--- src/rtl/mul_pkg.sv ---
// Shared constants and elaboration helpers for the pipelined add-tree multiplier.
// Everything here is constant-evaluable so it can size ports and generate loops.
package mul_pkg;

    localparam int unsigned MAX_WIDTH = 16;

    function automatic int unsigned clog2_f(input int unsigned v);
        int unsigned r;
        r = 0;
        for (int unsigned p = 1; p < v; p = p << 1) begin
            r++;
        end
        return r;
    endfunction

    function automatic int unsigned prod_w(input int unsigned w);
        return 2 * w;
    endfunction

endpackage

--- src/rtl/mul_addtree_pipe_if.sv ---
// Operand/product streaming interface for mul_addtree_pipe.
// The master drives operands and consumes products; the slave is the multiplier.
interface mul_addtree_pipe_if #(
    parameter int unsigned WIDTH = 4
);
    import mul_pkg::*;

    logic                       in_valid;
    logic                       in_ready;
    logic                       in_signed;
    logic [WIDTH-1:0]           mul_a;
    logic [WIDTH-1:0]           mul_b;
    logic                       out_valid;
    logic                       out_ready;
    logic [prod_w(WIDTH)-1:0]   mul_out;

    modport master (
        output in_valid, in_signed, mul_a, mul_b, out_ready,
        input  in_ready, out_valid, mul_out
    );

    modport slave (
        input  in_valid, in_signed, mul_a, mul_b, out_ready,
        output in_ready, out_valid, mul_out
    );

endinterface

--- src/rtl/mul_tree_level.sv ---
// One registered level of the add tree: N inputs reduced pairwise to N/2 sums,
// plus the valid bit that travels alongside them.
module mul_tree_level #(
    parameter int unsigned N  = 2,
    parameter int unsigned DW = 8
) (
    input  logic                  clk,
    input  logic                  clr,
    input  logic                  flush_i,
    input  logic                  adv_i,
    input  logic                  valid_i,
    input  logic [N-1:0][DW-1:0]  data_i,
    output logic                  valid_o,
    output logic [N/2-1:0][DW-1:0] data_o
);

    logic                   valid_d, valid_q;
    logic [N/2-1:0][DW-1:0] sum_d, sum_q;

    // Flush only kills the valid bit; stale data is harmless once invalid.
    always_comb begin
        valid_d = valid_q;
        sum_d   = sum_q;
        if (flush_i) begin
            valid_d = 1'b0;
        end else if (adv_i) begin
            valid_d = valid_i;
            for (int j = 0; j < N / 2; j++) begin
                sum_d[j] = data_i[2*j] + data_i[2*j+1];
            end
        end
    end

    always_ff @(posedge clk or negedge clr) begin
        if (!clr) begin
            valid_q <= 1'b0;
            sum_q   <= '0;
        end else begin
            valid_q <= valid_d;
            sum_q   <= sum_d;
        end
    end

    assign valid_o = valid_q;
    assign data_o  = sum_q;

endmodule

--- src/rtl/mul_addtree_pipe.sv ---
// Pipelined N x N shift-and-add multiplier, unsigned or two's complement per
// transaction, with a global-stall valid/ready pipe and a synchronous flush.
module mul_addtree_pipe #(
    parameter int unsigned WIDTH = 4
) (
    input  logic              clk,
    input  logic              clr,
    input  logic              flush,
    mul_addtree_pipe_if.slave mul_io
);
    import mul_pkg::*;

    localparam int unsigned LEVELS = clog2_f(WIDTH);
    localparam int unsigned P      = 1 << LEVELS;
    localparam int unsigned PW     = prod_w(WIDTH);

    logic                 adv;
    logic [PW-1:0]        ext_a;
    logic [P-1:0][PW-1:0] pp;

    assign adv             = !mul_io.out_valid || mul_io.out_ready;
    assign mul_io.in_ready = adv && !flush;

    // The MSB of a signed multiplier carries weight -2^(WIDTH-1), hence the negation.
    always_comb begin
        ext_a = mul_io.in_signed ? {{WIDTH{mul_io.mul_a[WIDTH-1]}}, mul_io.mul_a}
                                 : {{WIDTH{1'b0}}, mul_io.mul_a};
        pp    = '0;
        for (int i = 0; i < WIDTH; i++) begin
            if (mul_io.mul_b[i]) begin
                pp[i] = ext_a << i;
                if (mul_io.in_signed && (i == WIDTH - 1)) begin
                    pp[i] = -pp[i];
                end
            end
        end
    end

    for (genvar k = 0; k < LEVELS; k++) begin : g_lvl
        localparam int unsigned N = P >> k;

        logic [N-1:0][PW-1:0]   din;
        logic                   vin;
        logic [N/2-1:0][PW-1:0] sum;
        logic                   vld;

        if (k == 0) begin : g_first
            assign din = pp;
            assign vin = mul_io.in_valid;
        end else begin : g_next
            assign din = g_lvl[k-1].sum;
            assign vin = g_lvl[k-1].vld;
        end

        mul_tree_level #(
            .N  (N),
            .DW (PW)
        ) u_level (
            .clk     (clk),
            .clr     (clr),
            .flush_i (flush),
            .adv_i   (adv),
            .valid_i (vin),
            .data_i  (din),
            .valid_o (vld),
            .data_o  (sum)
        );
    end

    assign mul_io.out_valid = g_lvl[LEVELS-1].vld;
    assign mul_io.mul_out   = g_lvl[LEVELS-1].sum[0];

endmodule

--- src/flat_wrapper.sv ---
// flat-port wrapper written by rule: the top's interface ports become plain ports
module mul_addtree_pipe_flat import mul_pkg::*;
#(
    parameter int unsigned WIDTH = 4
)
  (clk, clr, flush, mul_io_in_valid, mul_io_in_signed, mul_io_mul_a, mul_io_mul_b, mul_io_out_ready, mul_io_in_ready, mul_io_out_valid, mul_io_mul_out);
  mul_addtree_pipe_if #(.WIDTH(WIDTH)) mul_io_i ();
  input  logic clk;
  input  logic clr;
  input  logic flush;
  input wire logic [$bits(mul_io_i.in_valid)-1:0] mul_io_in_valid;
  input wire logic [$bits(mul_io_i.in_signed)-1:0] mul_io_in_signed;
  input wire logic [$bits(mul_io_i.mul_a)-1:0] mul_io_mul_a;
  input wire logic [$bits(mul_io_i.mul_b)-1:0] mul_io_mul_b;
  input wire logic [$bits(mul_io_i.out_ready)-1:0] mul_io_out_ready;
  output wire logic [$bits(mul_io_i.in_ready)-1:0] mul_io_in_ready;
  output wire logic [$bits(mul_io_i.out_valid)-1:0] mul_io_out_valid;
  output wire logic [$bits(mul_io_i.mul_out)-1:0] mul_io_mul_out;
  assign mul_io_i.in_valid = mul_io_in_valid;
  assign mul_io_i.in_signed = mul_io_in_signed;
  assign mul_io_i.mul_a = mul_io_mul_a;
  assign mul_io_i.mul_b = mul_io_mul_b;
  assign mul_io_i.out_ready = mul_io_out_ready;
  assign mul_io_in_ready = mul_io_i.in_ready;
  assign mul_io_out_valid = mul_io_i.out_valid;
  assign mul_io_mul_out = mul_io_i.mul_out;
  mul_addtree_pipe #(.WIDTH(WIDTH)) u_core (.clk(clk), .clr(clr), .flush(flush), .mul_io(mul_io_i));
endmodule
--- config.mk ---
export PLATFORM = sky130hd
export DESIGN_NAME = mul_addtree_pipe_flat
export DESIGN_NICKNAME = d
export VERILOG_FILES = /design/src/rtl/mul_pkg.sv /design/src/rtl/mul_addtree_pipe_if.sv /design/src/rtl/mul_tree_level.sv /design/src/rtl/mul_addtree_pipe.sv /design/src/flat_wrapper.sv
export SDC_FILE = /design/constraint.sdc
export NUM_CORES = 1
export LEC_CHECK = 0
export CORE_MARGIN = 1.5
export CORE_UTILIZATION = 35
export DETAILED_ROUTE_END_ITERATION = 16
export GPL_ROUTABILITY_DRIVEN = 1
export PLACE_DENSITY = 0.56
export SETUP_SLACK_MARGIN = 0.3
export SLEW_MARGIN = 20
export SYNTH_ARGS = -nofsm -noshare
export SYNTH_HDL_FRONTEND = slang
export SYNTH_HIERARCHICAL = 1
export SYNTH_SLANG_ARGS = --single-unit
--- constraint.sdc ---
create_clock -name clk -period 4.15 [get_ports clk]
set_input_delay 1.0375 -clock clk [delete_from_list [all_inputs] [get_ports clk]]
set_output_delay 1.0375 -clock clk [all_outputs]
set_load 0.01 [all_outputs]
# == Word level (Yosys, flattened, before mapping) ==
# Index checks and enable logic that the tools add are counted.
# word_totals
reg_bits,26
# classes
add_sub_neg,4
mux,10
bitwise,1
reduce_logical,6
# op_table
op,n
two-way mux 8 bit,6
adder 8 bit,3
negator 8 bit,1
two-way mux 1 bit,4
zero test 1 bit,2
AND reduction 2 bit,1
nonzero test 2 bit,1
logical AND 1 bit,1
logical OR 1 bit,1
inverter 1 bit,1

# == Depth between registers and ports, before layout ==
# Gate-level depths: netlist of run 1.
# depth
word_depth,5
depth_mapped,10
ltp_nobuf,10

# == Modules after synthesis ==
# The synthesis of run 1 kept the hierarchy.
# modules_own_cells
module,instances,cells_per_inst,area_each_um2,seq_area_each_um2
mul_tree_level at u_core.g_lvl[0].u_level,1,153,1367.6,425.4
mul_tree_level at u_core.g_lvl[1].u_level,1,78,713.2,225.2
mul_addtree_pipe,1,33,221.5,0.0

# == Least setup slack after synthesis of run 1 ==
# No wires, ideal clock.
# synth_timing
kind,input to register
from,input mul_io_mul_a[0]
to,"register u_core.g_lvl[0].u_level.sum_q, in the netlist u_core/g_lvl[0].u_level/data_o[15]"
setup_ns,0.137
t_arrival_ns,2.619
required_time_ns,4.013
slack_ns,1.394
cell_stages,10
path_buffers,0
path_cell_list,inv_1 ha_1 nand2b_1 xnor2_1 and2_1 ha_1 a21oi_1 and4b_1 a311oi_1 o211ai_1
# synth_lines
element,line,text
start: declaration,flat_wrapper.sv:13,input wire logic [$bits(mul_io_i.mul_a)-1:0] mul_io_mul_a;
end signal: assignment,mul_tree_level.sv:40,sum_q <= sum_d;
end: declaration,mul_tree_level.sv:18,"logic [N/2-1:0][DW-1:0] sum_d, sum_q;"

# == Worst setup path in the final report of run 1 ==
# layout_timing
from,input mul_io_out_ready
to,output mul_io_in_ready
# layout_via
elab_chain_cells,2
# layout_rtl
element,line,text
start: declaration,flat_wrapper.sv:15,input wire logic [$bits(mul_io_i.out_ready)-1:0] mul_io_out_ready;
logical OR 1 bit,mul_addtree_pipe.sv:21,assign adv = !mul_io.out_valid || mul_io.out_ready;
net u_core.adv,mul_addtree_pipe.sv:17,logic adv;
logical AND 1 bit,mul_addtree_pipe.sv:22,assign mul_io.in_ready = adv && !flush;
end: declaration,flat_wrapper.sv:16,output wire logic [$bits(mul_io_i.in_ready)-1:0] mul_io_in_ready;
# The timed path passes the listed nets, and every way through them passes these cells.

==> impl_metrics.toml, run 1 <==
[synthesis]
synth_xor_xnor_area_share_pct = 3.04
netlist_area_sq_um = 2300
synthesis.area_per_instance_sq_um = 8.72
post_synth_and_or_nand_nor_area_fraction_pct = 26.5
synth.ff_latch_count = 26
synth.lib_cells_used.distinct = 41
synth_fa_ha_area_share_pct = 14.6
synth_top_family_by_area = "simple AND/OR/NAND/NOR gates"
proportion_of_synthesized_area_in_mux_cells_pct = 2.61
synth_sequential_area_ratio_pct = 28.3
synth_compound_gate_area_share_pct = 20.4
synth_cells = 264
yosys_warnings = 6

[sta]
worst_slack_ns = 0.699
timing.setup.tns_ns = 0
setup_viol = 0
period_minus_slack_ns = 3.45
tcrit_tclk_final_pct = 83.2
relSlewSlack_pct = 33.6
max_freq_mhz = 290
timing.clock.skew_ns = 0.00348
timing.final.hold_violations = 0
final_max_slew_viol_count = 0
rsz_0062_raised_after_global_routing = "false"
timing_worst_slew_pin_value_ns = 0.996
fin_hold_ws_ns = 0.486

[final_layout]
design.final.nets = 334
drive_gt1_share_pct = 5.10
layout.filler_cells = 669
layout_commonest_cell = "sky130_fd_sc_hd__nand2_1"
final_util_pct = 42.7
antenna_cells = 0
most_used_cells_in_the_layout_excluding_fill_and_tap_cells = "sky130_fd_sc_hd__nand2_1, sky130_fd_sc_hd__dfrtp_1, sky130_fd_sc_hd__clkdlybuf4s50_1, sky130_fd_sc_hd__ha_1, sky130_fd_sc_hd__o21ai_0"
area_growth_syn_to_layout_pct = 17.7
finish.cell_count_without_fillers = 371

[power_and_ir_drop]
power.ir.vdd_worst_mv = 0.225
cellInternalPower_w = 0.000644
static-leakage-power_nw = 1.22
sw_share_pct = 33.1
power.share.clock_pct = 22.6
power.share.sequential_pct = 36.2
p_comb_share_pct = 41.3
power.density_nw_per_um2 = 356
net-switching-power_w = 0.000319

[worst_setup_path]
setup.worst_path.class = "in -> out"
worstSetupStartpointType = "primary input"
reg2regPathDepth = 4
timing.reg2reg.setup_slack_ns = 2.12
r2r_end = "u_core/g_lvl[0].u_level/data_o[14]"
crit_start = "mul_io_out_ready"
critical_path_data_required_time_ns = 3.11
timing.critical_path.to = "mul_io_in_ready"
r2r-start = "u_core/g_lvl[1].u_level/valid_o"
worstPathArrival_ns = 2.41
end_kind = "output pin"
cp_max_fo = 7

[placement]
post-place-ws_ns = 0.620
placed_cell_count = 367
detailedPlacementHpwl_um = 3700
io_buffer_count = 23
routabilityCongestion = 0.793

[clocking]
tritoncts = "done"
cts_made_buffers = 3
cts-resized-gates = 0
clk_pin_slew_worst_paths_ns = 0.10
htree_num_levels = 1
post_cts_buffers = 0
postCtsHoldBufs = 0
cts_root_buffer = "sky130_fd_sc_hd__clkbuf_8"
cts.sinks = 26
later_pin_clock_latency_in_the_skew_report_ns = 0.28
ctsLongestPathBuffers = 2

[die]
initial_core_utilization_pct = 36.3
dieHeight_um = 84.1
fp-row-count = 29
die_w_um = 84.1
dieArea_sq_um = 7070
placeableCoreArea_sq_um = 6350
design.portCount = 24

[job]
cap_violations = 0

[detailed_routing]
drt.antenna.violating_nets = 0
drt-initial-drc-count = 45
vias_per_instance = 5.10
wl_per_cell_um = 12.6
drt_drc_violations_left = 0
detailroute.via_count = 1891
drt_pre_antenna_iters = 4
wl_um = 4680

[grt]
globalRouteTotalUtil_pct = 14.1
globalRoute.totalOverflow = 0
grt_start_max_net_pins = 28
vias_in_the_first_global_route = 1867
grt_pass1_wl_um = 8290
antenna_found_initial = 0

[run_status]
outcome = "complete, no violations"

[min_path]
class_of_the_tightest_hold_or_removal_check = "reg -> reg"
metal layers:
| layer | part of all wire (%) | vias to the layer above | track usage [%] | routed length, um |
|---|---|---|---|---|
| met5 | 0 | - | 0 | 0 |
| li1 | - | 1009 | - | - |
| met4 | 1.6 | 0 | 5.22 | 76 |
| met1 | 52 | 847 | 18.9 | 2430 |
| met2 | 44 | 29 | 23.7 | 2080 |
| met3 | 2.0 | 6 | 1.19 | 93 |
cell usage after synthesis, drive strengths merged:
| library cell | n | share of area, % |
|---|---|---|
| ha | 22 | 12 |
| nor4b | 1 | 0.38 |
| nor3 | 7 | 1.5 |
| dfrtp | 26 | 28 |
| a311oi | 3 | 1.1 |
| nor2b | 8 | 3.2 |
| or4 | 3 | 0.98 |
| buf | 6 | 1.6 |
| nand2 | 31 | 5.1 |
| o311a | 1 | 0.43 |
| o21a | 3 | 0.98 |
| a221oi | 3 | 1.1 |
| o31a | 6 | 2.3 |
| o211ai | 3 | 0.98 |
| mux2i | 6 | 2.6 |
| fa | 3 | 2.6 |
| nor3b | 9 | 2.9 |
| o31ai | 1 | 0.54 |
| a21o | 6 | 2.0 |
| nor4 | 3 | 0.82 |
| a21oi | 3 | 0.65 |
| o21ai | 21 | 4.6 |
| nand3 | 7 | 1.5 |
| and3 | 3 | 0.82 |
| and2 | 15 | 4.3 |
| o21bai | 3 | 0.98 |
| clkbuf | 1 | 0.16 |
| nand2b | 7 | 1.9 |
| conb | 1 | 0.16 |
| a211oi | 11 | 3.6 |
| or2b | 1 | 0.33 |
| xor2 | 3 | 1.1 |
| inv | 17 | 2.8 |
| xnor2 | 5 | 1.9 |
| a211o | 3 | 1.1 |
| nor2 | 9 | 1.5 |
| and4b | 3 | 1.3 |
registers in the layout, indices dropped and copies added (netlist names):
register / cells
u_core/g_lvl.u_level/data_o: 24
u_core/g_lvl.u_level/valid_o: 2
metrics by stage:
stage                     power, W  cell area, sq um
after floorplan           0.000611              2330
after global placement    0.000749              2640
after detailed placement  0.000753              2640
after CTS                 0.000973              2710
after global routing       0.00104              2710
final                     0.000964              2710
worst min-delay path by stage:
stage / start / endpoint / slack (ns) / depth (start not counted)
3_5_place_dp: u_core/g_lvl[1].u_level/data_o[4] / u_core/g_lvl[1].u_level/data_o[4] / 0.47 / 1
6_report: u_core/g_lvl[1].u_level/data_o[1] / u_core/g_lvl[1].u_level/data_o[1] / 0.49 / 2
5_1_grt: u_core/g_lvl[1].u_level/data_o[4] / u_core/g_lvl[1].u_level/data_o[4] / 0.52 / 1
2_1_floorplan: u_core/g_lvl[0].u_level/data_o[8] / u_core/g_lvl[0].u_level/data_o[8] / 0.45 / 2
3_3_place_gp: u_core/g_lvl[1].u_level/data_o[1] / u_core/g_lvl[1].u_level/data_o[1] / 0.46 / 2
4_1_cts: u_core/g_lvl[1].u_level/data_o[1] / u_core/g_lvl[1].u_level/data_o[1] / 0.49 / 2
critical path: stages:
cell and delay [ns]:
sky130_fd_sc_hd__clkdlybuf4s50_1 0.44, sky130_fd_sc_hd__nand2b_1 0.23, sky130_fd_sc_hd__nor2b_1 0.16, sky130_fd_sc_hd__clkdlybuf4s50_1 0.54
cells by family (layout without fill, tap and decap cells):
kind of cell / Yosys count / after routing
and+or+nand+nor: 107 / 107
other: 1 / 8
xor gates and xnor gates: 8 / 8
DFF: 26 / 26
muxes: 6 / 6
adders and majority gates: 25 / 25
AOI/OAI and AO/OA: 67 / 67
buffers and inverters: 24 / 47
power groups by stage:
stage               combinational (W)  sequential, W  clock (W)
floorplan                    0.000249       0.000361          0
global placement             0.000395       0.000354          0
detailed placement           0.000397       0.000357          0
CTS                          0.000398       0.000352   0.000223
global route                 0.000449       0.000359   0.000231
finish                       0.000397       0.000349   0.000217
layout make-up:
class / instances / area [sq um] / share of cell area [%]
clock inverters: 1 / 30.0 / 1.11
flip-flops and latches: 26 / 651 / 24.0
inverters: 17 / 63.8 / 2.36
repair buffers: 26 / 253 / 9.33
well taps: 77 / 96.3 / 3.56
clock buffers: 3 / 41.3 / 1.52
multi-input cells: 221 / 1570 / 58.1
Note: power is estimated with default switching activity, not from simulation.
==> run 2: changes to the inputs <==
--- a/config.mk
+++ b/config.mk
@@ -9,7 +9,7 @@
 export CORE_UTILIZATION = 35
 export DETAILED_ROUTE_END_ITERATION = 16
 export GPL_ROUTABILITY_DRIVEN = 1
-export PLACE_DENSITY = 0.56
+export PLACE_DENSITY = 0.58
 export SETUP_SLACK_MARGIN = 0.3
 export SLEW_MARGIN = 20
 export SYNTH_ARGS = -nofsm -noshare
==> constraint.sdc (replaced) <==
create_clock -name clk -period 3.14 [get_ports clk]
set_input_delay 0.785 -clock clk [delete_from_list [all_inputs] [get_ports clk]]
set_output_delay 0.785 -clock clk [all_outputs]
set_load 0.01 [all_outputs]
==> run 2 against run 1 <==
Critical path depth is the same. Clock skew shrank 0.0024 ns. Non-clock buffer count up 9. Die area is the same. Sequential share of layout area is 0.53 points lower. Flip-flop and latch count did not move. Utilization grew 0.97 points. Critical path type unchanged. Largest cell class unchanged.
==> impl_metrics.toml, run 2 (synthesized netlist as in run 1, its figures left out) <==
[grt]
grt_pass1_wl_um = 8630
grt_use_met2_pct = 23.6
vias_in_the_first_global_route = 1861
globalRouteTotalUtil_pct = 14.4
antenna_found_initial = 0
globalRoute.totalOverflow = 0
grt.busiest_layer = "met2"
grtUsageMet1_pct = 20.8
grt_util_met3_pct = 1.48
grt_start_max_net_pins = 29

[clocking]
cts.sinks = 26
htree_num_levels = 1
clk_pin_slew_worst_paths_ns = 0.09
later_pin_clock_latency_in_the_skew_report_ns = 0.27
ctsLongestPathBuffers = 2
postCtsHoldBufs = 0
tritoncts = "done"
cts_root_buffer = "sky130_fd_sc_hd__clkbuf_8"
cts_made_buffers = 3

[worst_setup_path]
worstSetupStartpointType = "primary input"
cpMaxStageDelayCell = "sky130_fd_sc_hd__clkdlybuf4s50_1"
r2r-start = "u_core/g_lvl[0].u_level/data_o[0]"
end_kind = "output pin"
max_stage_delay_ns = 0.54
setup.worst_path.class = "in -> out"
timing.reg2reg.setup_slack_ns = 1.25
worst_path_dominant_cell_family = "buffers and inverters"
crit_path_frequent_cell = "sky130_fd_sc_hd__clkdlybuf4s50_1"
reg2regPathDepth = 7
critical_path_data_required_time_ns = 2.35
cp_max_fo = 2
worst-path-buf-inv = 2
worst-path-stages = 4
r2r_end = "u_core/g_lvl[1].u_level/data_o[6]"
worstPathArrival_ns = 1.99
timing.critical_path.cells = "clkdlybuf4s50_1 > nand2b_1 > nor2b_1 > clkdlybuf4s50_1"

[placement]
routabilityCongestion = 0.806
detailedPlacementHpwl_um = 3790
io_buffer_count = 23
post-place-ws_ns = 0.0693

[sta]
tcrit_tclk_final_pct = 88.4
setup_viol = 0
max_freq_mhz = 360
worst_slack_ns = 0.366
period_minus_slack_ns = 2.77
timing.clock.skew_ns = 0.00106
rsz_0062_raised_after_global_routing = "true"
timing.final.hold_violations = 0
relSlewSlack_pct = 56.4
timing_worst_slew_pin_value_ns = 0.654
final_max_slew_viol_count = 0
timing.setup.tns_ns = 0

[power_and_ir_drop]
p_comb_share_pct = 44.2
power.ir.vdd_worst_mv = 0.260
net-switching-power_w = 0.000416
sw_share_pct = 34.1
power.share.sequential_pct = 37.8
power.share.clock_pct = 18.0
static-leakage-power_nw = 1.25
power.density_nw_per_um2 = 440
cellInternalPower_w = 0.000804

[final_layout]
most_used_cells_in_the_layout_excluding_fill_and_tap_cells = "sky130_fd_sc_hd__nand2_1, sky130_fd_sc_hd__dfrtp_1, sky130_fd_sc_hd__clkdlybuf4s50_1, sky130_fd_sc_hd__ha_1, sky130_fd_sc_hd__o21ai_0"
antenna_cells = 0
area_growth_syn_to_layout_pct = 20.3
largest_reg_flops = 24
layout_commonest_cell = "sky130_fd_sc_hd__nand2_1"
drive_gt1_share_pct = 8.91
layout.filler_cells = 641
design.final.nets = 343

[detailed_routing]
drt-initial-drc-count = 65
vias_per_instance = 5.08
wl_um = 4700
drt.antenna.violating_nets = 0
wl_per_cell_um = 12.4
drt_pre_antenna_iters = 4
drt_drc_violations_left = 0
detailroute.via_count = 1931

[die]
die_w_um = 84.1
placeableCoreArea_sq_um = 6350
design.portCount = 24
initial_core_utilization_pct = 36.3
dieArea_sq_um = 7070
fp-row-count = 29
dieHeight_um = 84.1

[min_path]
worst_hold_startpoint = "u_core/g_lvl[1].u_level/data_o[4]"
worst_hold_path.endpoint = "u_core/g_lvl[1].u_level/data_o[4]"
class_of_the_tightest_hold_or_removal_check = "reg -> reg"
min_delay_path_depth = 1

[run_status]
outcome = "complete, no violations"

[job]
cap_violations = 0
[run 2: cell count changes in the layout (fill, tap and decap cells not counted), sizes merged]
cell    before  now
clkbuf       3    4
buf          3   12
bufinv       1    0
[run 2: how the worst max path moves through the flow]
stage                     startpoint                                  to
floorplan            mul_io_mul_a[0]  u_core/g_lvl[0].u_level/data_o[15]
global placement     mul_io_mul_a[0]  u_core/g_lvl[0].u_level/data_o[15]
detailed placement   mul_io_mul_a[0]  u_core/g_lvl[0].u_level/data_o[15]
CTS                  mul_io_mul_a[0]  u_core/g_lvl[0].u_level/data_o[15]
global route         mul_io_mul_a[1]  u_core/g_lvl[0].u_level/data_o[15]
finish              mul_io_out_ready                     mul_io_in_ready
[run 2: cell type report]
cell class	count	area, sq um	area share [%]
multi-input combinational	221	1580	57.2
sequential	26	651	23.5
timing repair buffer	35	320	11.6
tap	77	96.3	3.48
inverter	17	63.8	2.30
clock buffer	4	55.1	1.99
[run 2: per-stage QoR]
| stage | total power (W) | hold slack (ns) | cell area, sq um | instances | utilization [%] |
|---|---|---|---|---|---|
| 6_report | 0.00122 | 0.485 | 2770 | 380 | 43.6 |
| 2_1_floorplan | 0.000807 | 0.451 | 2330 | 271 | - |
| 5_1_grt | 0.00133 | 0.519 | 2770 | 380 | 43.6 |
| 3_5_place_dp | 0.00101 | 0.469 | 2700 | 375 | 42.5 |
| 4_1_cts | 0.00123 | 0.494 | 2750 | 379 | 43.3 |
| 3_3_place_gp | 0.000998 | 0.460 | 2700 | 375 | 42.5 |
[run 2: power by group through the flow]
stage                     logic [W]  registers (W)  clock network (W)
final                      0.000539       0.000461           0.000219
after global routing       0.000611       0.000474           0.000245
after CTS                  0.000538       0.000464           0.000232
after detailed placement   0.000536       0.000471                  0
after global placement     0.000531       0.000467                  0
after floorplan            0.000330       0.000477                  0
[run 2: what timing repair did]
| item | CTS | global route |
|---|---|---|
| resized for setup | 0 | 3 |
| setup buffers | 0 | 1 |
| endpoints found under the setup margin | 0 | 3 |
| hold endpoints to repair | 0 | 0 |
[run 2: routing by layer]
layer / share of wire, % / up-vias
li1: - / 1029
met1: 52 / 875
met2: 45 / 25
met3: 2.7 / 2
met4: 0.60 / 0
met5: 0 / -
